File: src/rtl/ifetch_queue.sv
// Instruction prefetch stage: single-outstanding imem fetch feeding a
// small PC-tagged instruction FIFO, with branch redirect and flush.
module ifetch_queue #(
    parameter int          DEPTH    = 4,
    parameter int          CNTW     = 3,
    parameter logic [7:0]  RESET_PC = 8'h00
) (
    input  logic            clk,
    input  logic            rst,
    input  logic            redirect_valid,
    input  logic [7:0]      redirect_pc,
    output logic            imem_req,
    output logic [7:0]      imem_addr,
    input  logic            imem_ack,
    input  logic [31:0]     imem_rdata,
    output logic            inst_valid,
    output logic [31:0]     inst_data,
    output logic [7:0]      inst_pc,
    input  logic            inst_ready,
    output logic [CNTW-1:0] fill_level
);

    localparam int PW = (DEPTH > 1) ? $clog2(DEPTH) : 1;
    localparam logic [CNTW:0] DEPTH_C = (CNTW+1)'(DEPTH);

    typedef enum logic {RUN, DISCARD} state_e;

    state_e          state_q, state_d;
    logic            req_q, req_d;
    logic [7:0]      addr_q, addr_d;
    logic [7:0]      pc_q, pc_d;
    logic [CNTW-1:0] cnt_q, cnt_d;
    logic [PW-1:0]   rd_q, rd_d;
    logic [PW-1:0]   wr_q, wr_d;

    logic [31:0]     data_mem [DEPTH];
    logic [7:0]      pc_mem   [DEPTH];

    logic            ack;
    logic            pop;
    logic            push;
    logic [CNTW:0]   cnt_n;
    logic [7:0]      tgt;
    logic [7:0]      nxt;

    assign ack = req_q & imem_ack;
    assign pop = (cnt_q != '0) & inst_ready;
    assign tgt = redirect_pc & 8'hFC;
    assign nxt = addr_q + 8'd4;

    always_comb begin
        state_d = state_q;
        req_d   = req_q;
        addr_d  = addr_q;
        pc_d    = pc_q;
        cnt_d   = cnt_q;
        rd_d    = rd_q;
        wr_d    = wr_q;
        push    = 1'b0;
        cnt_n   = {1'b0, cnt_q};
        if (redirect_valid) begin
            cnt_d = '0;
            rd_d  = '0;
            wr_d  = '0;
            pc_d  = tgt;
            if (!req_q || imem_ack) begin
                state_d = RUN;
                req_d   = 1'b1;
                addr_d  = tgt;
            end else begin
                state_d = DISCARD;
            end
        end else if (state_q == DISCARD) begin
            // FIFO is empty here; the stale ack is dropped
            if (ack) begin
                state_d = RUN;
                req_d   = 1'b1;
                addr_d  = pc_q;
            end
        end else begin
            push  = ack;
            cnt_n = {1'b0, cnt_q} + {{CNTW{1'b0}}, push}
                    - {{CNTW{1'b0}}, pop};
            cnt_d = cnt_n[CNTW-1:0];
            if (pop)  rd_d = rd_q + PW'(1);
            if (push) wr_d = wr_q + PW'(1);
            if (ack) begin
                pc_d   = nxt;
                addr_d = nxt;
                req_d  = (cnt_n < DEPTH_C);
            end else if (!req_q && (cnt_n < DEPTH_C)) begin
                req_d  = 1'b1;
                addr_d = pc_q;
            end
        end
    end

    always_ff @(posedge clk or negedge rst) begin
        if (!rst) begin
            state_q <= RUN;
            req_q   <= 1'b0;
            addr_q  <= RESET_PC;
            pc_q    <= RESET_PC;
            cnt_q   <= '0;
            rd_q    <= '0;
            wr_q    <= '0;
        end else begin
            state_q <= state_d;
            req_q   <= req_d;
            addr_q  <= addr_d;
            pc_q    <= pc_d;
            cnt_q   <= cnt_d;
            rd_q    <= rd_d;
            wr_q    <= wr_d;
        end
    end

    always_ff @(posedge clk) begin
        if (push) begin
            data_mem[wr_q] <= imem_rdata;
            pc_mem[wr_q]   <= addr_q;
        end
    end

    assign imem_req   = req_q;
    assign imem_addr  = addr_q;
    assign inst_valid = (cnt_q != '0);
    assign inst_data  = data_mem[rd_q];
    assign inst_pc    = pc_mem[rd_q];
    assign fill_level = cnt_q;

endmodule

File: config.mk
export PLATFORM = sky130hd
export DESIGN_NAME = ifetch_queue
export DESIGN_NICKNAME = d
export VERILOG_FILES = /design/src/rtl/ifetch_queue.sv
export SDC_FILE = /design/constraint.sdc
export NUM_CORES = 1
export LEC_CHECK = 0
export CORE_MARGIN = 8
export CORE_UTILIZATION = 41
export DETAILED_ROUTE_END_ITERATION = 10
export PLACE_DENSITY = 0.7
export RECOVER_POWER = 100
export SLEW_MARGIN = 10
export SYNTH_ARGS = -nofsm -noshare
export SYNTH_HDL_FRONTEND = slang
export SYNTH_SLANG_ARGS = --single-unit
File: constraint.sdc
create_clock -name clk -period 4.02 [get_ports clk]
set_clock_uncertainty 0.15 [all_clocks]
set_input_delay 0.804 -clock clk [delete_from_list [all_inputs] [get_ports clk]]
set_output_delay 0.804 -clock clk [all_outputs]
set_load 0.05 [all_outputs]
==> impl.org, run 1 <==
** GRT
- Largest net degree at the start of global routing :: 41
- Vias in the first global route :: 3927
- Wire length of the first global-routing pass :: between 20000 and 25000 um
- The initial antenna violation count was 1.
- GR Overflow Total :: 0
- Total track usage :: a little over an eighth

** Floorplan
- The floorplan step defined a die boundary enclosing 22000 um^2.
- Vertical extent of the die :: 148 um
- For this configuration, the core starts out at a cell density of roughly two fifths.
- Row generation in the floorplan step produced 48 rows.
- Width of the die :: 148 um
- The total area inside the core boundary comes to 17200 um^2.
- For this design the top-level I/O count stands at 98.

** Synth
- Number of synthesized flops with an enable pin :: 160
- Gate count after technology mapping :: between 300 and 400
- Number of unique standard cell types used by synthesis :: 35
- Synthesis inferred 185 register bits.
- Sequential elements use 75.8% of the synthesized area.
- Cell area after synthesis :: 7160 um^2
- Dominant register cell in the synthesized netlist :: sky130_fd_sc_hd__edfxtp_1
- When the netlist entered floorplanning its net count stood at 403.
- A synthesized cell averages around 21 um^2.
- Post-synth ARST share :: 13.5%
- YS warnings :: 0

** Timing
- Final min period :: roughly 3700 ps
- Setup violations remaining at the end of the flow were counted as 0.
- For the pin with the worst max-slew slack, the measured transition is 1400 ps.
- Once routing completed, OpenROAD measured the worst setup slack at 343 ps.
- For this run, the top clock speed supported by timing is 272 MHz.
- The count of endpoints failing hold in the final timing report was 0.
- Adding up every negative setup slack in the final design gives 0 ps.
- After layout, the worst path uses 91.5% of the clock period.
- Setup repair after global routing left no endpoint under its margin.
- The worst pin sits at a relative slew slack of roughly 6.3%.
- The final-report max-slew violation count was 0.

** Finish
- Fill cells in the final layout number 1390.
- After routing the design area is 8990 um^2.
- From synthesis to final layout, the design area changed by 25.5%.
- For this run, the number of standard cells in the final layout without fillers is approximately 700.
- Of the cells placed in the final design, the portion with a size suffix greater than 1 is 18.3%.
- After the last flow step, the layout net total stands at 512.

** Setup path
- Required time of the worst setup path :: approximately 3000 ps
- Among cell families on the critical path, the largest total delay comes from buffers and inverters.
- The signal on the critical path passes through buf_4 > mux4_2 > dlygate4sd3_1.
- STA classifies the critical path endpoint as an output port.
- On the critical path, the stage with the largest delay is an instance of sky130_fd_sc_hd__dlygate4sd3_1.
- Data arrives at the worst endpoint at 2720 ps.
- Reg2Reg Setup Slack :: 760 ps
- Top fanout value on the critical path :: 13
- CP Class :: register to output port
- STA classifies the critical path startpoint as a register.
- In this design, the stage delay of the slowest critical-path cell is 780 ps.
- The number of buffers and inverters on the critical path is 2.

** Run status
- The flow ran to the end, and the final reports show no timing, DRC or antenna violations.

** Route
- The pre-antenna-repair detailed-routing pass consisted of 4 iterations.
- First DRT Iteration DRCs :: 284
- Dividing the detail-routed wire length by the instance count gives 19.4 um.
- Dividing the detail-routed via count by the number of cells gives a little over 5.
- Post-detailed-route count of antenna-violating nets :: 0
- Routed wire length :: 13600 um
- Total vias in the final route :: ~3600
- For this run, design rule violations remaining after detail routing come to 0.

** Place
- DP Cell Count :: 663
- Routability-driven placement finished with a final weighted congestion of 0.727.
- Number of buffers added on ports :: 95
- Post-detailed-placement cell area :: 8510 um^2
- At the placement stage, the worst setup path has a slack of about 96 ps.
- Half-perimeter wire length after detailed placement :: 8490 um

** Pwr
- Cell internal power was estimated by the tool at around 3900 uW.
- Sequential cells account for 41.6% of the total power.
- The clock network is responsible for 27.0% of the overall power.
- IR analysis of the VDD net gives a maximum drop of 0.582 mV.
- Net switching is 33.8% of the power.
- In this run the power spent charging and discharging nets is 2000 uW.
- The analysis attributes to cell leakage a power of 0.00301 uW.
- In this run the power density over the cells is roughly 660 nW/um^2.
- Part of the power in combinational logic :: a little under a third

** Clock tree
- Number of H-tree branching levels :: 4
- The tree built by TritonCTS fans out to 185 sinks.
- Post-CTS timing repair inserted 0 buffers for setup.
- Clock insertion delay at the later pin of the skew report :: 420 ps
- The tree is rooted in a sky130_fd_sc_hd__clkbuf_16.
- CTS buffer count :: 17
- Gates resized during post-CTS repair numbered 0.
- TritonCTS built the clock tree.
- The longest clock path from root to sink contains 2 buffers.
- Hold repair after CTS inserted 0 buffers.
- Clock-pin slew was measured on the worst setup and hold paths at roughly 70 ps.

** Run
- The tool flagged a number of max-cap violations equal to 0.

** Min path
- Class of the worst hold path :: register to register
[worst register-to-register path: cells and delay by family, from the launching register on]
| kind | cells | cell delay [ps] |
|---|---|---|
| AO/OA/AOI/OAI | 4 | 1120 |
| adder cells (fa/ha/maj) | 3 | 920 |
| buffers and inverters | 2 | 200 |
| flip-flops | 1 | 440 |
| multiplexers | 1 | 320 |
[area by class of cell]
type,count,area (um^2),share of cell area [%]
Clock inverter,14,149,1.66
Tap cell,225,282,3.13
Sequential cell,185,5430,60.4
Clock buffer,18,429,4.77
Antenna cell,3,7.51,0.0835
Multi-Input combinational cell,139,1600,17.8
Inverter,8,30.0,0.334
Timing Repair Buffer,106,1060,11.8
[through the flow]
stage	hold WS, ps	utilization (%)	total power (uW)
after global routing	418	52.3	6200
final	402	52.3	5920
after global placement	361	49.6	4470
after floorplan	350	-	3830
after CTS	400	52.9	6120
after detailed placement	391	49.6	4520
[synthesized netlist by cell type, types with 3 or more instances]
library cell	count	area share, %
sky130_fd_sc_hd__ha_1	9	1.6
sky130_fd_sc_hd__mux2i_1	5	0.70
sky130_fd_sc_hd__edfxtp_1	160	67
sky130_fd_sc_hd__mux4_2	40	13
sky130_fd_sc_hd__and2_1	4	0.35
sky130_fd_sc_hd__dfrtp_1	25	8.7
sky130_fd_sc_hd__nand2_1	18	0.94
sky130_fd_sc_hd__nand3_1	3	0.21
sky130_fd_sc_hd__inv_1	8	0.42
sky130_fd_sc_hd__buf_1	5	0.26
sky130_fd_sc_hd__clkbuf_1	6	0.31
sky130_fd_sc_hd__xnor2_1	6	0.73
sky130_fd_sc_hd__nor2_1	9	0.47
sky130_fd_sc_hd__buf_2	4	0.28
sky130_fd_sc_hd__nor3_1	4	0.28
sky130_fd_sc_hd__mux2_4	7	1.5
sky130_fd_sc_hd__o21ai_0	5	0.35
sky130_fd_sc_hd__a21oi_1	8	0.56
[logic make-up (layout without fill, tap and decap cells)]
family	count (synthesis)	count (layout)	synth area share, %
XOR/XNOR	8	8	0.978
adder cells (fa/ha/maj)	10	10	1.85
other	0	3	0
multiplexers	52	52	14.7
flip-flops	185	185	75.8
buffers and inverters	24	146	1.43
AO/OA/AOI/OAI	25	25	2.27
AND/OR/NAND/NOR	44	44	2.90
[flip-flops by register name (all words and copies together), names as in the netlist]
register	cells
pc_mem	32
wr_q	2
imem_req	1
data_mem	128
state_q	1
fill_level	3
rd_q	2
imem_addr	8
pc_q	8
[layer usage]
metal	track usage, %	wire length [um]	up-vias
met5	0	0	-
met4	4.79	227	0
met3	3.98	759	18
met2	21.1	6700	86
met1	16.2	5890	1838
li1	-	-	1617
[placed cells by master (no fill, tap or decap), types with 5 or more instances in the layout]
| cell | count |
|---|---|
| sky130_fd_sc_hd__edfxtp_1 | 160 |
| sky130_fd_sc_hd__dlygate4sd3_1 | 86 |
| sky130_fd_sc_hd__mux4_2 | 40 |
| sky130_fd_sc_hd__dfrtp_1 | 23 |
| sky130_fd_sc_hd__nand2_1 | 18 |
| sky130_fd_sc_hd__clkbuf_16 | 17 |
| sky130_fd_sc_hd__nor2_1 | 9 |
| sky130_fd_sc_hd__ha_1 | 9 |
| sky130_fd_sc_hd__inv_1 | 8 |
| sky130_fd_sc_hd__a21oi_1 | 8 |
| sky130_fd_sc_hd__clkdlybuf4s50_1 | 8 |
| sky130_fd_sc_hd__mux2_1 | 7 |
| sky130_fd_sc_hd__xnor2_1 | 6 |
| sky130_fd_sc_hd__nor3_1 | 5 |
| sky130_fd_sc_hd__mux2i_1 | 5 |
| sky130_fd_sc_hd__o21ai_0 | 5 |
[power groups by stage]
| stage | Clock (uW) | Combinational (uW) | Sequential, uW |
|---|---|---|---|
| finish | 1600 | 1860 | 2460 |
| global placement | 0 | 1990 | 2480 |
| global route | 1720 | 2000 | 2490 |
| CTS | 1630 | 2020 | 2460 |
| floorplan | 0 | 1250 | 2580 |
| detailed placement | 0 | 2020 | 2500 |
[path summary, 6_finish.rpt]
kind                                from             to  depth (start not counted)
setup / recovery                 rd_q[0]   inst_data[6]                          3
hold / removal                   pc_q[1]        pc_q[1]                          2
setup reg to reg           fill_level[1]   imem_addr[2]                         10
hold reg to reg                  pc_q[1]        pc_q[1]                          2
max in group asynchronous            rst        rd_q[1]                          1
min in group asynchronous            rst  fill_level[0]                          1
Note: power is estimated with default switching activity, not from simulation.
==> run 2, diff against run 1 <==
--- a/config.mk
+++ b/config.mk
@@ -8,7 +8,7 @@
 export CORE_MARGIN = 8
 export CORE_UTILIZATION = 41
 export DETAILED_ROUTE_END_ITERATION = 10
-export PLACE_DENSITY = 0.7
+export PLACE_DENSITY = 0.72
 export RECOVER_POWER = 100
 export SLEW_MARGIN = 10
 export SYNTH_ARGS = -nofsm -noshare
==> constraint.sdc (replaced) <==
create_clock -name clk -period 3 [get_ports clk]
set_clock_uncertainty 0.15 [all_clocks]
set_input_delay 0.6 -clock clk [delete_from_list [all_inputs] [get_ports clk]]
set_output_delay 0.6 -clock clk [all_outputs]
set_load 0.05 [all_outputs]
==> impl.org, run 2 (synthesis results as in run 1) <==
** Run status
- Run status :: finished with violations
- Failing checks :: setup timing

** GRT
- Largest net degree at the start of global routing :: 36
- Wire length of the first global-routing pass :: 21600 um
- Vias in the first global route :: 4017
- Global routing used 12.9% of the available tracks across all layers.
- GR Overflow Total :: 0
- The initial antenna violation count came to 0.

** Run
- Max cap viols :: 0

** Finish
- Design Area, Final :: 8990 um^2
- Ranked by flip-flop count, first place goes to data_mem.
- Leading cell type in the layout, fill and taps excluded :: sky130_fd_sc_hd__edfxtp_1
- The register with the most flip-flops in the layout has 128 of them.
- For this run, the post-layout net count is 527.
- Commonest cells after routing, fill and taps aside :: 160 x sky130_fd_sc_hd__edfxtp_1, 52 x sky130_fd_sc_hd__buf_4, 40 x sky130_fd_sc_hd__mux4_2, 34 x sky130_fd_sc_hd__dlygate4sd3_1, 20 x sky130_fd_sc_hd__clkdlybuf4s50_1
- Measured on the finished design, the core utilization comes to 52.3%.
- The layout has approximately 1400 filler cells.
- Leaving out filler cells and counting taps, the final layout contains 710.
- Storage element area :: around 5400 um^2
- Share of cells above drive strength 1 :: around 30%
- In the final layout, the registers with the most flip-flops are data_mem x128, pc_mem x32.
- Compared with the post-synthesis result, the final layout area differs by 25.5%.
- Area taken by multi-input logic gates :: 1660 um^2
- The repair_antennas step left the layout with diodes totalling 0.

** Route
- Pre-Repair DR Iteration Count :: 4
- Number of vias per cell :: slightly above 5
- Wires add up to 13800 um.
- First DRT Iteration DRCs :: roughly 240
- # DRC :: 0
- Dividing the detail-routed wire length by the instance count gives 19.5 um.
- The detail route stage leaves a number of antenna-violating nets equal to 0.
- Total vias in the final route :: 3616

** Timing
- Relative slew margins :: 36.0%
- Final setup viols :: 1
- Setup repair after global routing missed its margin :: true
- Period utilization :: 100%
- Worst Tran Pin Value :: 960 ps
- Max Transition Viols Final :: 0
- Final min period :: 3000 ps
- Number of failing hold endpoints at the final stage :: 0
- Max Clk Rate :: 333 MHz
- Across all setup checks in the final design, the least slack found is -1.67 ps.

** Clock tree
- CTS buffer count :: 17
- Clock root buffer master :: sky130_fd_sc_hd__clkbuf_16
- In this run the number of H-tree levels came out at 4.
- Worst-case clock buffer depth :: 2
- The later pin in the worst-skew pair is clocked with a latency of 420 ps.
- Number of hold buffers added after cts :: 0
- Clock tree sinks :: roughly 190
- TritonCTS clock tree :: done
- Clock-pin slew on the worst setup and hold paths :: 70 ps

** Floorplan
- Floorplan die area :: approximately 22000 um^2
- From left edge to right edge, the die measures 148 um.
- Vertical extent of the die :: between 100 and 150 um
- In this run the core area contains 48 standard-cell rows.
- The core region is 17200 um^2.
- Initial core utilization :: 41.7%
- Number of primary I/O pins :: 98

** Setup path
- CP Class :: register to register
- Data arrives at the worst endpoint at 3150 ps.
- STA classifies the critical path startpoint as a register.
- Required time of the worst setup path :: approximately 3200 ps
- Setup crit end kind :: register
- In this run the worst path has a maximum fanout of 4.

** Place
- DP Cell Count :: 674
- Final weighted congestion of routability-driven global placement :: 0.776
- Half-perimeter wire length after detailed placement :: 8920 um
- Summing all placed instances gives a cell area of roughly 8500 um^2.
- Number of buffers added on ports :: between 90 and 100

** Min path
- Class of the worst hold path :: register to register

** Pwr
- The analysis attributes to cell leakage a power of approximately 0.003 uW.
- Power density over the cells :: 889 nW/um^2
- Peak supply drop :: 0.793 mV
==> run 2: per-layer routing <==
layer	up-vias	routed length (um)	part of all wire, %	track usage, %
met5	-	0	0	0
met4	0	195	1.4	5.05
met3	17	708	5.1	3.40
met2	83	7130	52	22.3
met1	1872	5810	42	15.0
li1	1644	-	-	-
==> run 2: layout make-up <==
type                    instances  share of cell area, %
clock buffers                  18                   4.78
clock inverters                14                  0.947
inverters                       8                  0.334
multi-input cells             139                   18.4
flip-flops and latches        185                   60.5
well taps                     225                   3.13
repair buffers                121                   11.8
==> run 2: worst max-delay path: stages, from the launching register on <==
cell and delay (ps):
sky130_fd_sc_hd__dfrtp_2 400, sky130_fd_sc_hd__o31a_1 320, sky130_fd_sc_hd__ha_1 290, sky130_fd_sc_hd__inv_2 50
sky130_fd_sc_hd__ha_4 160, sky130_fd_sc_hd__fa_2 400, sky130_fd_sc_hd__o31ai_2 210, sky130_fd_sc_hd__a211oi_2 70
sky130_fd_sc_hd__o41a_1 360, sky130_fd_sc_hd__buf_4 180, sky130_fd_sc_hd__mux2_4 290
==> run 2: where the power goes <==
group	switching [uW]	internal (uW)	total [uW]
clock	888	1040	1930
sequential	228	3060	3290
combinational	1640	1130	2770
==> run 2: repair_timing <==
action | 4_1_cts | 5_1_grt
gates resized for setup | 0 | 8
endpoints found under the setup margin | 0 | 7
buffers inserted | 0 | 3
==> run 2: final timing paths <==
check | start | to | slack, ps | cells after the start
max | fill_level[2] | imem_addr[4] | -2 | 10
min | pc_q[0] | pc_q[0] | 380 | 2
max reg2reg | fill_level[2] | imem_addr[4] | -2 | 10
min reg2reg | pc_q[0] | pc_q[0] | 380 | 2
max in group asynchronous | rst | imem_addr[5] | 1230 | 2
min in group asynchronous | rst | pc_q[2] | 540 | 1
==> run 2: stage by stage <==
| step | hold slack, ps | setup WS (ps) | power (uW) | TNS (ps) |
|---|---|---|---|---|
| 4_1_cts | 383 | 10.4 | 7980 | 0 |
| 5_1_grt | 416 | -103 | 8330 | -646 |
| 2_1_floorplan | 154 | -21.9 | 5150 | -154 |
| 3_3_place_gp | 361 | -395 | 5990 | -3110 |
| 3_5_place_dp | 374 | -436 | 6050 | -3480 |
| 6_report | 377 | -1.67 | 7990 | -1.67 |
==> run 3, diff against run 2 <==
--- a/config.mk
+++ b/config.mk
@@ -6,9 +6,9 @@
 export NUM_CORES = 1
 export LEC_CHECK = 0
 export CORE_MARGIN = 8
-export CORE_UTILIZATION = 41
+export CORE_UTILIZATION = 45
 export DETAILED_ROUTE_END_ITERATION = 10
-export PLACE_DENSITY = 0.72
+export PLACE_DENSITY = 0.77
 export RECOVER_POWER = 100
 export SLEW_MARGIN = 10
 export SYNTH_ARGS = -nofsm -noshare
==> impl.org, run 3 (synthesis results as in run 1) <==
** Floorplan
- Initial core utilization :: 45.6%
- Vertical extent of the die :: 142 um
- 98 I/O pins were placed.
- Width of the die :: between 100 and 150 um
- The floorplan step defined a die boundary enclosing 20200 um^2.
- Number of placement rows :: 46
- Core Region :: 15700 um^2

** Setup path
- STA classifies the critical path endpoint as a register.
- The largest individual stage delay along the critical path comes from the cell sky130_fd_sc_hd__clkdlybuf4s50_1.
- Along the worst path, the maximum fanout reaches 9.
- The largest single stage delay on the critical path is 420 ps.
- Walking the worst path, the cells encountered are clkdlybuf4s50_1 > o31a_1 > ha_1 > inv_2 > ha_4 > fa_2 > o31ai_2 > a211oi_2 > o41a_1 > buf_6 > mux2_4.
- The cell family contributing the most delay on the critical path is adder cells.
- STA classifies the critical path startpoint as an input port.
- Data on the critical path is required at its endpoint by about 3200 ps.
- Tracing the worst setup path back leads to its startpoint at inst_ready.
- WP data arrival :: 3160 ps
- Critical path buffers and inverters :: 3
- Reg2reg start :: fill_level[2]
- CP Class :: input port to register

** Timing
- Summed over all failing endpoints, the final setup total negative slack is 0 ps.
- For this run, the top clock speed supported by timing is around 330 MHz.
- At the pin with the least slew margin, the transition time is 1380 ps.
- Final setup viols :: 0
- Measured against its own limit, the worst slew margin works out to approximately 8.2%.
- Setup slack on the critical path of the routed design comes to around 2.3 ps.
- Setup repair after global routing could not meet its margin everywhere.
- After layout, the worst path uses around 100% of the clock period.
- The final-report max-slew violation count is 0.
- Final min period :: 3000 ps
- The count of endpoints failing hold in the final timing report came to 0.

** Pwr
- In this run, the combinational gates consume 32.8% of the power.
- Switching Power :: 2710 uW
- Power density over the cells :: 904 nW/um^2
- Peak supply drop :: between 0.5 and 0.6 mV
- Of the total power, the clock network draws between 20% and 30%.
- Relative contribution of sequential cells to total power :: between 30% and 40%
- Sw Ratio :: 33.4%
- In this run the static leakage power is a little over 0.003 uW.
- Total internal power :: 5410 uW

** Clock tree
- Hold repair after CTS inserted 0 buffers.
- In this run, CTS created clock tree buffers numbering 17.
- The clock reaches the later pin of the worst-skew pair after between 400 and 500 ps.
- Clock root buffer master :: sky130_fd_sc_hd__clkbuf_16
- Counting every sink on the clock net gives ~190.
- CTS built an H-tree with a depth of 4.
- TritonCTS clock tree :: done
- Worst-case clock buffer depth :: 2
- Clock-pin slew on the worst setup and hold paths :: 60 ps

** Route
- The final route contains 3656 vias.
- Routed wire per std cell :: between 15 and 20 um
- Number of vias per cell :: between 5 and 6
- The first detailed-routing pass ran for 4 iterations.
- For this run, design rule violations remaining after detail routing come to 0.
- After the first detailed-routing iteration, the DRC count stood at 207.
- In this run the remaining antenna-violating nets after routing total 0.
- The routed design has 13800 um of wire.

** Finish
- Number of nets at the end of the flow :: 525
- The library cell used most frequently in the layout, excluding fill and tap cells, is sky130_fd_sc_hd__edfxtp_1.
- Counting flops per register, the top entry is data_mem.
- Largest registers :: data_mem x128, pc_mem x32
- Share of cells above drive strength 1 :: just over 30%
- In the layout the commonest cells are 160 x sky130_fd_sc_hd__edfxtp_1, 46 x sky130_fd_sc_hd__dlygate4sd3_1, 40 x sky130_fd_sc_hd__mux4_2, 22 x sky130_fd_sc_hd__clkbuf_16, 22 x sky130_fd_sc_hd__clkbuf_4.
- The repair_antennas step left the layout with diodes totalling 0.
- Number of flip-flops under the largest register name :: 128
- Signed area change from the synthesized netlist to the final layout :: 25.5%

** Place
- Number of buffers added on ports :: 95
- Placement-stage worst setup slack :: -469 ps
- Half-perimeter wire length after detailed placement :: 8930 um
- Final weighted congestion of routability-driven global placement :: 0.785

** Min path
- Class of the worst hold path :: register to register
- In this run the most critical hold path is launched from pc_q[1].

** Run status
- The flow ran to the end, and the final reports show no timing, DRC or antenna violations.

** GRT
- Entering global routing, the biggest net connects 26 pins.
- Total track usage :: 14.6%
- The initial antenna violation count is 0.
- GR Overflow Total :: 0
- The first global-routing pass estimated 21800 um of wire.
- The number of global-route vias before repair is between 3000 and 4000.

** Run
- Max cap viols :: 0
[run 3: changes by cell type in the layout (fill, tap and decap cells not counted), moves of 2 or more]
cell,delta
sky130_fd_sc_hd__buf_4,-40
sky130_fd_sc_hd__clkdlybuf4s50_1,-12
sky130_fd_sc_hd__clkbuf_4,+19
sky130_fd_sc_hd__clkbuf_1,+5
sky130_fd_sc_hd__clkinv_2,-2
sky130_fd_sc_hd__clkbuf_2,+19
sky130_fd_sc_hd__clkbuf_16,+5
sky130_fd_sc_hd__buf_12,-2
sky130_fd_sc_hd__dlygate4sd3_1,+12
sky130_fd_sc_hd__clkinv_1,-2
sky130_fd_sc_hd__clkbuf_8,+2
sky130_fd_sc_hd__clkinvlp_4,-6
[run 3: power groups by stage]
| stage | sequential [uW] | clock, uW | combinational (uW) |
|---|---|---|---|
| finish | 3240 | 2220 | 2660 |
| global route | 3260 | 2360 | 2830 |
| CTS | 3240 | 2260 | 2800 |
| detailed placement | 3290 | 0 | 2750 |
| global placement | 3270 | 0 | 2690 |
| floorplan | 3460 | 0 | 1690 |
[run 3: worst reg2reg max path: stages (launching register included)]
cell and delay [ps]:
sky130_fd_sc_hd__dfrtp_2 410, sky130_fd_sc_hd__o31a_1 310, sky130_fd_sc_hd__ha_1 300, sky130_fd_sc_hd__inv_2 50, sky130_fd_sc_hd__ha_4 160, sky130_fd_sc_hd__fa_2 400
sky130_fd_sc_hd__o31ai_2 230, sky130_fd_sc_hd__a211oi_2 80, sky130_fd_sc_hd__o41a_1 340, sky130_fd_sc_hd__buf_6 160, sky130_fd_sc_hd__mux2_4 300
[run 3: repair_timing]
action	in CTS	in global routing
cloned	0	0
gates resized for setup	5	3
setup endpoints to repair	7	7
setup buffers	0	1
[run 3: path summary, 6_finish.rpt]
path | slack, ps | cells past startpoint | to
worst min-delay path | 390 | 2 | pc_q[1]
worst min register to register | 390 | 2 | pc_q[1]
max in group asynchronous | 930 | 2 | fill_level[2]
worst max-delay path | 2 | 11 | imem_addr[5]
worst max register to register | 2 | 10 | imem_addr[5]
min in group asynchronous | 860 | 2 | pc_q[6]
[run 3: layout make-up]
cell class	count	area, um^2
Fill cell	1189	6730
Sequential cell	185	5440
Multi-Input combinational cell	139	1660
Timing Repair Buffer	119	971
Clock buffer	29	597
Tap cell	216	270
Inverter	8	30.0
Clock inverter	3	17.5
[run 3: metal layers]
layer / vias to the layer above / part of all wire [%] / track usage [%]
met2: 109 / 52 / 25.0
met5: - / 0 / 0
met4: 0 / 1.3 / 6.11
li1: 1642 / - / -
met1: 1890 / 40 / 16.6
met3: 15 / 7.1 / 4.50
[run 3: per-stage QoR]
step                      instances  util [%]  hold slack [ps]  power [uW]  instance area, um^2
final                           699      57.2              385        8120                 8990
after global routing            699      57.2              415        8450                 8990
after CTS                       698      58.4              385        8300                 9170
after detailed placement        666      54.3              382        6040                 8530
after global placement          666      54.3              361        5960                 8530
after floorplan                 348         -              154        5150                 7180
